--- config.mk ---
export PLATFORM = sky130hd
export DESIGN_NAME = level_meter_flat
export DESIGN_NICKNAME = d
export VERILOG_FILES = /design/src/rtl/level_meter_if.sv /design/src/rtl/level_meter.sv /design/src/flat_wrapper.sv
export SDC_FILE = /design/constraint.sdc
export NUM_CORES = 1
export LEC_CHECK = 0
export ABC_CLOCK_PERIOD_IN_PS = 12500
export BUFFER_PORTS_ARGS = -buffer_cell sky130_fd_sc_hd__buf_2
export CORE_MARGIN = 2
export CORE_UTILIZATION = 30
export DETAILED_ROUTE_END_ITERATION = 7
export SYNTH_ARGS = -nofsm -noshare
export SYNTH_HDL_FRONTEND = slang
export SYNTH_SLANG_ARGS = --single-unit
--- constraint.sdc ---
create_clock -name clk_48 -period 12.5 [get_ports clk_48]
set_clock_uncertainty 0.05 [all_clocks]
set_input_delay 0.625 -clock clk_48 [delete_from_list [all_inputs] [get_ports clk_48]]
set_output_delay 0.625 -clock clk_48 [all_outputs]
set_load 0.1 [all_outputs]
--- src/rtl/level_meter_if.sv ---
// ----------------------------------------------------------------------------
// level_meter_if : sample/result bundle between the channel strip and meter.
// Rev 1.0
// ----------------------------------------------------------------------------
`default_nettype none

interface level_meter_if #(
    parameter int WIDTH  = 16,
    parameter int DIGITS = 4
) ();
    logic                    sample_en;
    logic [WIDTH-1:0]        in_wave;
    logic [WIDTH-1:0]        out_wave;
    logic [1:0]              mode;
    logic [4*DIGITS-1:0]     bcd;
    logic                    update;
    logic                    busy;
    logic                    overflow;
    logic                    div_zero;
    logic                    clip;

    modport master (
        output sample_en, in_wave, out_wave, mode,
        input  bcd, update, busy, overflow, div_zero, clip
    );

    modport slave (
        input  sample_en, in_wave, out_wave, mode,
        output bcd, update, busy, overflow, div_zero, clip
    );
endinterface

`default_nettype wire

--- src/rtl/level_meter.sv ---
// ----------------------------------------------------------------------------
// level_meter : windowed peak / gain-ratio meter with sequential divide and
//               binary-to-BCD conversion.  Rev 1.0
// ----------------------------------------------------------------------------
`default_nettype none

module level_meter #(
    parameter int WIDTH  = 16,
    parameter int WINDOW = 12000,
    parameter int SCALE  = 1000,
    parameter int DIGITS = 4
) (
    input  wire logic     clk_48,
    input  wire logic     reset_n,
    level_meter_if.slave  bus
);

    localparam int               c_CW     = $clog2(WINDOW);
    localparam int               c_BW     = 4 * DIGITS;
    localparam logic [c_CW-1:0]  c_LAST   = c_CW'(WINDOW - 1);
    localparam logic [WIDTH-1:0] c_POS_FS = {1'b0, {(WIDTH-1){1'b1}}};
    localparam logic [WIDTH-1:0] c_NEG_FS = {1'b1, {(WIDTH-1){1'b0}}};
    localparam logic [31:0]      c_SCALE  = 32'(SCALE);

    function automatic logic [31:0] f_max_val(input int d);
        logic [31:0] v;
        v = 32'd1;
        for (int i = 0; i < d; i++) v = v * 32'd10;
        return v - 32'd1;
    endfunction

    localparam logic [31:0] c_MAX = f_max_val(DIGITS);

    function automatic logic [WIDTH-1:0] f_mag(input logic [WIDTH-1:0] x);
        if (x == c_NEG_FS)   return c_POS_FS;
        else if (x[WIDTH-1]) return -x;
        else                 return x;
    endfunction

    typedef enum logic [1:0] {
        S_IDLE = 2'd0,
        S_DIV  = 2'd1,
        S_BCD  = 2'd2,
        S_DONE = 2'd3
    } state_t;

    // Window accumulation
    logic [c_CW-1:0]  r_count;
    logic [WIDTH-1:0] r_in_pk;
    logic [WIDTH-1:0] r_out_pk;
    logic             r_clip_acc;

    // Compute pipeline
    state_t           r_state;
    logic [4:0]       r_step;
    logic [31:0]      r_dq;
    logic [WIDTH-1:0] r_div;
    logic [WIDTH-1:0] r_rem;
    logic             r_ratio;
    logic             r_dz;
    logic             r_ovf_p;
    logic             r_clip_p;
    logic [c_BW-1:0]  r_acc;

    // Registered outputs
    logic [c_BW-1:0]  r_bcd;
    logic             r_update;
    logic             r_busy;
    logic             r_overflow;
    logic             r_div_zero;
    logic             r_clip;

    logic [WIDTH-1:0] w_in_mag;
    logic [WIDTH-1:0] w_out_mag;
    logic [WIDTH-1:0] w_in_pk_nxt;
    logic [WIDTH-1:0] w_out_pk_nxt;
    logic             w_clip_nxt;
    logic             w_snap;
    logic             w_ratio_in;
    logic [31:0]      w_dividend;
    logic [31:0]      w_load;
    logic [WIDTH:0]   w_rem_sh;
    logic [WIDTH:0]   w_diff;
    logic             w_ge;
    logic [WIDTH-1:0] w_rem_nxt;
    logic [31:0]      w_dq_step;
    logic [31:0]      w_val;
    logic             w_over;
    logic [31:0]      w_clamped;
    logic [c_BW-1:0]  w_adj;
    logic             w_unused_bits;

    assign w_in_mag     = f_mag(bus.in_wave);
    assign w_out_mag    = f_mag(bus.out_wave);
    assign w_in_pk_nxt  = (w_in_mag  > r_in_pk)  ? w_in_mag  : r_in_pk;
    assign w_out_pk_nxt = (w_out_mag > r_out_pk) ? w_out_mag : r_out_pk;
    assign w_clip_nxt   = r_clip_acc || (bus.out_wave == c_POS_FS) || (bus.out_wave == c_NEG_FS);
    assign w_snap       = bus.sample_en && (r_count == c_LAST);
    assign w_ratio_in   = (bus.mode == 2'd0) || (bus.mode == 2'd3);

    assign w_dividend   = 32'(w_out_pk_nxt) * c_SCALE;
    assign w_load       = w_ratio_in          ? w_dividend         :
                          (bus.mode == 2'd1)  ? 32'(w_in_pk_nxt)   : 32'(w_out_pk_nxt);

    // One restoring-divide step; peak modes rotate so 32 steps restore the value
    assign w_rem_sh   = {r_rem, r_dq[31]};
    assign w_diff     = w_rem_sh - {1'b0, r_div};
    assign w_ge       = r_ratio && (w_rem_sh >= {1'b0, r_div});
    assign w_rem_nxt  = w_ge ? w_diff[WIDTH-1:0] : w_rem_sh[WIDTH-1:0];
    assign w_dq_step  = r_ratio ? {r_dq[30:0], w_ge} : {r_dq[30:0], r_dq[31]};

    assign w_val      = r_dz ? 32'd0 : w_dq_step;
    assign w_over     = (w_val > c_MAX);
    assign w_clamped  = w_over ? c_MAX : w_val;

    genvar d;
    generate
        for (d = 0; d < DIGITS; d++) begin : g_dabble
            assign w_adj[4*d +: 4] = (r_acc[4*d +: 4] >= 4'd5) ? (r_acc[4*d +: 4] + 4'd3)
                                                                : r_acc[4*d +: 4];
        end
    endgenerate

    assign w_unused_bits = w_adj[c_BW-1] ^ w_diff[WIDTH];

    always_ff @(posedge clk_48 or negedge reset_n) begin
        if (!reset_n) begin
            r_count    <= '0;
            r_in_pk    <= '0;
            r_out_pk   <= '0;
            r_clip_acc <= 1'b0;
        end else if (bus.sample_en) begin
            if (w_snap) begin
                r_count    <= '0;
                r_in_pk    <= '0;
                r_out_pk   <= '0;
                r_clip_acc <= 1'b0;
            end else begin
                r_count    <= r_count + c_CW'(1);
                r_in_pk    <= w_in_pk_nxt;
                r_out_pk   <= w_out_pk_nxt;
                r_clip_acc <= w_clip_nxt;
            end
        end
    end

    always_ff @(posedge clk_48 or negedge reset_n) begin
        if (!reset_n) begin
            r_state    <= S_IDLE;
            r_step     <= '0;
            r_dq       <= '0;
            r_div      <= '0;
            r_rem      <= '0;
            r_ratio    <= 1'b0;
            r_dz       <= 1'b0;
            r_ovf_p    <= 1'b0;
            r_clip_p   <= 1'b0;
            r_acc      <= '0;
            r_bcd      <= '0;
            r_update   <= 1'b0;
            r_busy     <= 1'b0;
            r_overflow <= 1'b0;
            r_div_zero <= 1'b0;
            r_clip     <= 1'b0;
        end else begin
            r_update <= 1'b0;
            case (r_state)
                S_IDLE: begin
                    if (w_snap) begin
                        r_state  <= S_DIV;
                        r_busy   <= 1'b1;
                        r_step   <= '0;
                        r_rem    <= '0;
                        r_div    <= w_in_pk_nxt;
                        r_ratio  <= w_ratio_in;
                        r_dz     <= w_ratio_in && (w_in_pk_nxt == '0);
                        r_clip_p <= w_clip_nxt;
                        r_dq     <= w_load;
                    end
                end
                S_DIV: begin
                    r_rem  <= w_rem_nxt;
                    r_step <= r_step + 5'd1;
                    if (r_step == 5'd31) begin
                        r_state <= S_BCD;
                        r_dq    <= w_clamped;
                        r_ovf_p <= w_over;
                        r_acc   <= '0;
                    end else begin
                        r_dq    <= w_dq_step;
                    end
                end
                S_BCD: begin
                    r_acc  <= {w_adj[c_BW-2:0], r_dq[31]};
                    r_dq   <= {r_dq[30:0], 1'b0};
                    r_step <= r_step + 5'd1;
                    if (r_step == 5'd31) r_state <= S_DONE;
                end
                S_DONE: begin
                    r_bcd      <= r_acc;
                    r_overflow <= r_ovf_p;
                    r_div_zero <= r_dz;
                    r_clip     <= r_clip_p;
                    r_update   <= 1'b1;
                    r_busy     <= 1'b0;
                    r_state    <= S_IDLE;
                end
                default: r_state <= S_IDLE;
            endcase
        end
    end

    assign bus.bcd      = r_bcd;
    assign bus.update   = r_update;
    assign bus.busy     = r_busy;
    assign bus.overflow = r_overflow;
    assign bus.div_zero = r_div_zero;
    assign bus.clip     = r_clip;

endmodule

`default_nettype wire

--- src/flat_wrapper.sv ---
// flat-port wrapper written by rule: the top's interface ports become plain ports
module level_meter_flat 
#(
    parameter int WIDTH  = 16,
    parameter int WINDOW = 12000,
    parameter int SCALE  = 1000,
    parameter int DIGITS = 4
)
  (clk_48, reset_n, bus_sample_en, bus_in_wave, bus_out_wave, bus_mode, bus_bcd, bus_update, bus_busy, bus_overflow, bus_div_zero, bus_clip);
  level_meter_if #(.WIDTH(WIDTH), .DIGITS(DIGITS)) bus_i ();
  input  wire logic clk_48;
  input  wire logic reset_n;
  input wire logic [$bits(bus_i.sample_en)-1:0] bus_sample_en;
  input wire logic [$bits(bus_i.in_wave)-1:0] bus_in_wave;
  input wire logic [$bits(bus_i.out_wave)-1:0] bus_out_wave;
  input wire logic [$bits(bus_i.mode)-1:0] bus_mode;
  output wire logic [$bits(bus_i.bcd)-1:0] bus_bcd;
  output wire logic [$bits(bus_i.update)-1:0] bus_update;
  output wire logic [$bits(bus_i.busy)-1:0] bus_busy;
  output wire logic [$bits(bus_i.overflow)-1:0] bus_overflow;
  output wire logic [$bits(bus_i.div_zero)-1:0] bus_div_zero;
  output wire logic [$bits(bus_i.clip)-1:0] bus_clip;
  assign bus_i.sample_en = bus_sample_en;
  assign bus_i.in_wave = bus_in_wave;
  assign bus_i.out_wave = bus_out_wave;
  assign bus_i.mode = bus_mode;
  assign bus_bcd = bus_i.bcd;
  assign bus_update = bus_i.update;
  assign bus_busy = bus_i.busy;
  assign bus_overflow = bus_i.overflow;
  assign bus_div_zero = bus_i.div_zero;
  assign bus_clip = bus_i.clip;
  level_meter #(.WIDTH(WIDTH), .WINDOW(WINDOW), .SCALE(SCALE), .DIGITS(DIGITS)) u_core (.clk_48(clk_48), .reset_n(reset_n), .bus(bus_i));
endmodule
# Word-level counts from Yosys, hierarchy flattened
# Index checks and enable logic that the tools add are counted.
[totals] reg_bits=159 in_bits=37
[op_classes] add_sub_neg=9 mul=1 magnitude_cmp=8 n_eq_ne=13 muxes=36 reduce_logical=23
[ops] operator="$mux W16" n=12
[ops] operator="$mux W32" n=5
[ops] operator="$pmux W32 S3" n=1
[ops] operator="$pmux W16 S2" n=2
[ops] operator="$eq A16 B16 Y1 const B" n=2
[ops] operator="$gt A16 B16 Y1" n=2
[ops] operator="$gt A32 B14 Y1 const B" n=1
[ops] operator="$neg A16 Y16" n=2
[ops] operator="$mul A16 B7 Y23 const B" n=1
[ops] operator="$ge A17 B16 Y1" n=1
[ops] operator="$eq A16 B15 Y1 const B" n=1
[ops] operator="$ge A4 B3 Y1 const B" n=4
[ops] operator="$logic_not A16 Y1" n=1
[ops] operator="$sub A16 B16 Y16" n=1
[ops] operator="$add A14 B1 Y14 const B" n=1
[ops] operator="$eq A14 B14 Y1 const B" n=1
[ops] operator="$mux W14" n=1
[ops] operator="$reduce_and A2 Y1" n=7
[ops] operator="$add A4 B2 Y4 const B" n=3
[ops] operator="$mux W4" n=3
[ops] operator="$pmux W5 S2" n=1
[ops] operator="$pmux W2 S4" n=1
[ops] operator="$reduce_bool A2 Y1" n=4
[ops] operator="$eq A2 B2 Y1 const B" n=3
[ops] operator="other kinds (16)" n=29

# Depth between registers and ports, before layout
[depth] ltp_word=9 mapped_depth=34 mapped_depth_nobuf=32

# Worst setup path after synthesis
# Ideal clock, no wire load.
[synth_timing] path_kind="input-to-reg" start="input bus_out_wave[6]" end="register u_core.r_dq[24]" setup_ns=0.083 t_arrival_ns=8.381 t_required_ns=12.367 slack_ns=3.987 stages=32 path_buffers=2 path_cell_list="or4_1 -> or4b_2 -> o31ai_1 -> xor2_1 -> nand2_1 -> ha_1 -> o21ai_0 -> o21ai_0 -> o211ai_1 -> a21oi_1 -> o31a_1 -> buf_2 -> buf_1 -> mux2i_1 -> inv_1 -> fa_1 -> inv_1 -> fa_1 -> inv_1 -> fa_1 -> inv_1 -> fa_1 -> inv_1 -> ha_1 -> nand2_1 -> o21ai_0 -> nor3_1 -> and3b_1 -> o31ai_1 -> a21oi_1 -> xor2_1 -> o21ai_0"
[synth_between] elab_chain_cells=9 word_cells_on_any_way=10
[synth_lines] item="from (decl)" line="flat_wrapper.sv:15" rtl="input wire logic [$bits(bus_i.out_wave)-1:0] bus_out_wave;"
[synth_lines] item="$neg A16 Y16" line="level_meter.sv:36" rtl="else if (x[WIDTH-1]) return -x;"
[synth_lines] item="$mux W16" line="level_meter.sv:36"
[synth_lines] item="$mux W16 (*)" line="level_meter.sv:35" rtl="if (x == c_NEG_FS) return c_POS_FS;"
[synth_lines] item="$gt A16 B16 Y1" line="level_meter.sv:96" rtl="assign w_out_pk_nxt = (w_out_mag > r_out_pk) ? w_out_mag : r_out_pk;"
[synth_lines] item="$mux W16 (*)" line="level_meter.sv:96"
[synth_lines] item="$mul A16 B7 Y23 (*)" line="level_meter.sv:101" rtl="assign w_dividend = 32'(w_out_pk_nxt) * c_SCALE;"
[synth_lines] item="$mux W32 (*)" line="level_meter.sv:102" rtl="assign w_load = w_ratio_in ? w_dividend :"
[synth_lines] item="$mux W32 (*)" line="level_meter.sv:169" rtl="if (w_snap) begin"
[synth_lines] item="$pmux W32 S3 (*)" line="level_meter.sv:167" rtl="case (r_state)"
[synth_lines] item="to (signal assigned)" line="level_meter.sv:178" rtl="r_dq <= w_load;"
[synth_lines] item="to (signal assigned)" line="level_meter.sv:186" rtl="r_dq <= w_clamped;"
[synth_lines] item="to (signal assigned)" line="level_meter.sv:190" rtl="r_dq <= w_dq_step;"
[synth_lines] item="to (decl)" line="level_meter.sv:56" rtl="logic [31:0] r_dq;"
# Mark *: on every way between the ends. The rest lies on a longest branch, timed or not. The select of a mux whose other input is x is not followed.
# A chain may end at the register's enable or synchronous reset.

# Final worst setup path
# Same ends and word-level chain as after synthesis.

==> flow_summary.ini <==
[critical_path]
crit_fanout = 19
end_kind = flop
path_delay_family = adder cells
arrival_ns = 9.42
path_buf_inv = 6
required_ns = 12.82
criticalPathCategory = input pin to flop
crit_top_cell = inv_1
max_stage_delay_ns = 0.95
cp_slowest_cell = o31a_1
cp-start-kind = input pin

[logic_synthesis]
syn-num-nets = 1591
ys_warn_count = 0
synth_area_per_cell_um2 = 9.045
synth_area_mm2 = 0.01258
synth_edf_count = 0
synth_seq_area_share_pct = 31.62
yosysUniqueCellTypes = 70
yosysTopAreaCell = dfrtp_1
ys_async_sr_fraction_pct = 100.0
synth-seq-cells = 159
syn_inst = 1391
synth-main-ff-cell = dfrtp_1
synth.area.top_cells = dfrtp_1 32%, ha_1 11%, fa_1 7.6%
synth_top_area_share_pct = 31.62

[floorplanning]
fp-row-count = 75
die_h_um = 208.8
ios = 58
die_width_um = 208.8
coreArea_mm2 = 0.04167
start_util_pct = 30.20
die_area_mm2 = 0.04360

[detailed_routing]
wirelength_um = 30640
drc = 0
dr.pass1.iters = 5
first_iter_violations = 580
ant_nets = 0
routedWlPerCell_um = 15.44
vias = 10130
vias_per_cell = 5.103

[grt]
grt_usage_pct = 14.56
grt_pass1_wl_um = 51490
grt_use_met3_pct = 3.096
grt_max_degree = 83
overflow = 0
grt_pass1_vias = 10130
busiest_layer = met2
grtUsageMet2_pct = 24.80
gr-usage-met1_pct = 18.50
antenna_found_initial = 0

[final_layout]
mostFrequentLayoutCells = 159 x inv_1, 159 x dfrtp_1, 130 x nand2_1
final_util_pct = 33.71
antenna_cells = 0
finalNetCount = 1633
drive_gt1_share_pct = 10.24
syn2layout_area_growth_pct = 11.64

[timing]
setup_viol = 0
slew-limit-headroom_pct = 20.14
timing.fmax_ghz = 0.1099
holdWs_ns = 0.1518
fin_crit_sh_pct = 72.82
rsz0062_at_grt = no
finalHoldViolations = 0
setup-tns-final_ns = 0
period_minus_slack_ns = 9.102
maxSlewViolCount = 0
worst_pin_slew_ns = 1.189

[min_path]
hold_class = input pin to asynchronous set/reset pin

[placement]
port_buffers = 57
hpwl_um = 23160
gp_congestion = 0.8682

[clock_network]
cts_setup_buffers = 0
tritoncts = done
numCtsBuffers = 17
clk_latency_ns = 0.45
hold_buffers = 0
clock-root-buffer = clkbuf_16
cts_resized = 0
htree_levels = 4
cts.path.max_buffers = 2
clkSinkCount = 159
clk_pin_slew_ns = 0.06

[outcome]
outcome = finished, final reports clean

[flow_run]
cap_violations = 0
worst register-to-register path: stages (launching register included):
cell and delay [ns]:
dfrtp_1 0.37, inv_1 0.06, ha_1 0.30, nor2b_1 0.13
o211ai_1 0.09, a21oi_1 0.17, o21a_1 0.13, o31a_1 0.93
mux2i_1 0.70, inv_1 0.25, fa_1 0.55, inv_1 0.06
fa_1 0.53, inv_1 0.05, fa_1 0.52, inv_1 0.05
fa_1 0.53, inv_1 0.04, ha_1 0.34, nand2_1 0.09
o21ai_0 0.46, nor3_1 0.08, and3b_1 0.21, o31ai_1 0.22
a21oi_1 0.11, xor2_1 0.14, o21ai_0 0.15
layer usage:
metal	up-vias	share of wire [%]
li1	4966	-
met5	-	0
met2	179	49
met1	4948	46
met3	32	3.9
met4	0	1.7
path summary, 6_finish.rpt:
kind	slack [ns]	depth (start not counted)	end	from
max in group asynchronous	10.71	2	u_core.r_clip_acc	reset_n
min in group clk_48	0.43	1	u_core.r_count[4]	u_core.r_count[4]
min reg2reg	0.43	1	u_core.r_count[4]	u_core.r_count[4]
max	3.40	31	u_core.r_dq[24]	bus_out_wave[6]
max reg2reg	5.11	26	u_core.r_dq[24]	u_core.r_out_pk[1]
min	0.15	1	u_core.r_rem[5]	reset_n
flip-flops by register name (all words and copies together) (netlist names), 2 cells and up:
register,flops
u_core.bus.bcd,16
u_core.r_acc,16
u_core.r_count,14
u_core.r_div,16
u_core.r_dq,32
u_core.r_in_pk,16
u_core.r_out_pk,16
u_core.r_rem,16
u_core.r_state,2
u_core.r_step,5
metrics by stage:
step	instance area, µm²	cells	worst slack [ns]
detailed placement	13480	1953	2.963
CTS	14050	1984	3.434
finish	14050	1984	3.398
floorplan	12580	1391	3.987
global route	14050	1984	2.839
global placement	13480	1953	3.181
cells in the mapped netlist (all sizes together) (4+ instances only):
cell,n
inv,160
dfrtp,159
nand2,131
ha,115
o21ai,111
nor2,87
a21oi,69
mux2i,51
fa,48
clkbuf,40
xnor2,40
xor2,38
o22ai,37
mux2,28
nand4,23
nand3,20
nor3,20
nor2b,16
o31ai,15
nor4,14
and3,13
nand2b,12
o21a,12
a21o,11
a211oi,10
a22o,10
o211ai,10
and2,7
or4,7
a221oi,6
or2,6
a31oi,5
buf,5
a221o,4
o41ai,4
cell type report:
cell class              instances  area (µm²)
clock inverters                13       128.9
inverters                     160       600.6
fillers                      4293       27620
flip-flops and latches        159        3979
well taps                     539       674.4
multi-input cells            1027        7851
clock buffers                  18       439.2
repair buffers                 68       374.1
cells by family after synthesis:
group	synth area share, %
flip-flops	31.62
AO/OA/AOI/OAI	16.93
adder cells (fa/ha/maj)	19.15
buffers and inverters	6.145
multiplexers	6.742
AND/OR/NAND/NOR	13.98
XOR/XNOR	5.430
Power is left out: the tool's default activity adds up to more than one toggle a clock period on the data nets, which glitch-free logic cannot reach.
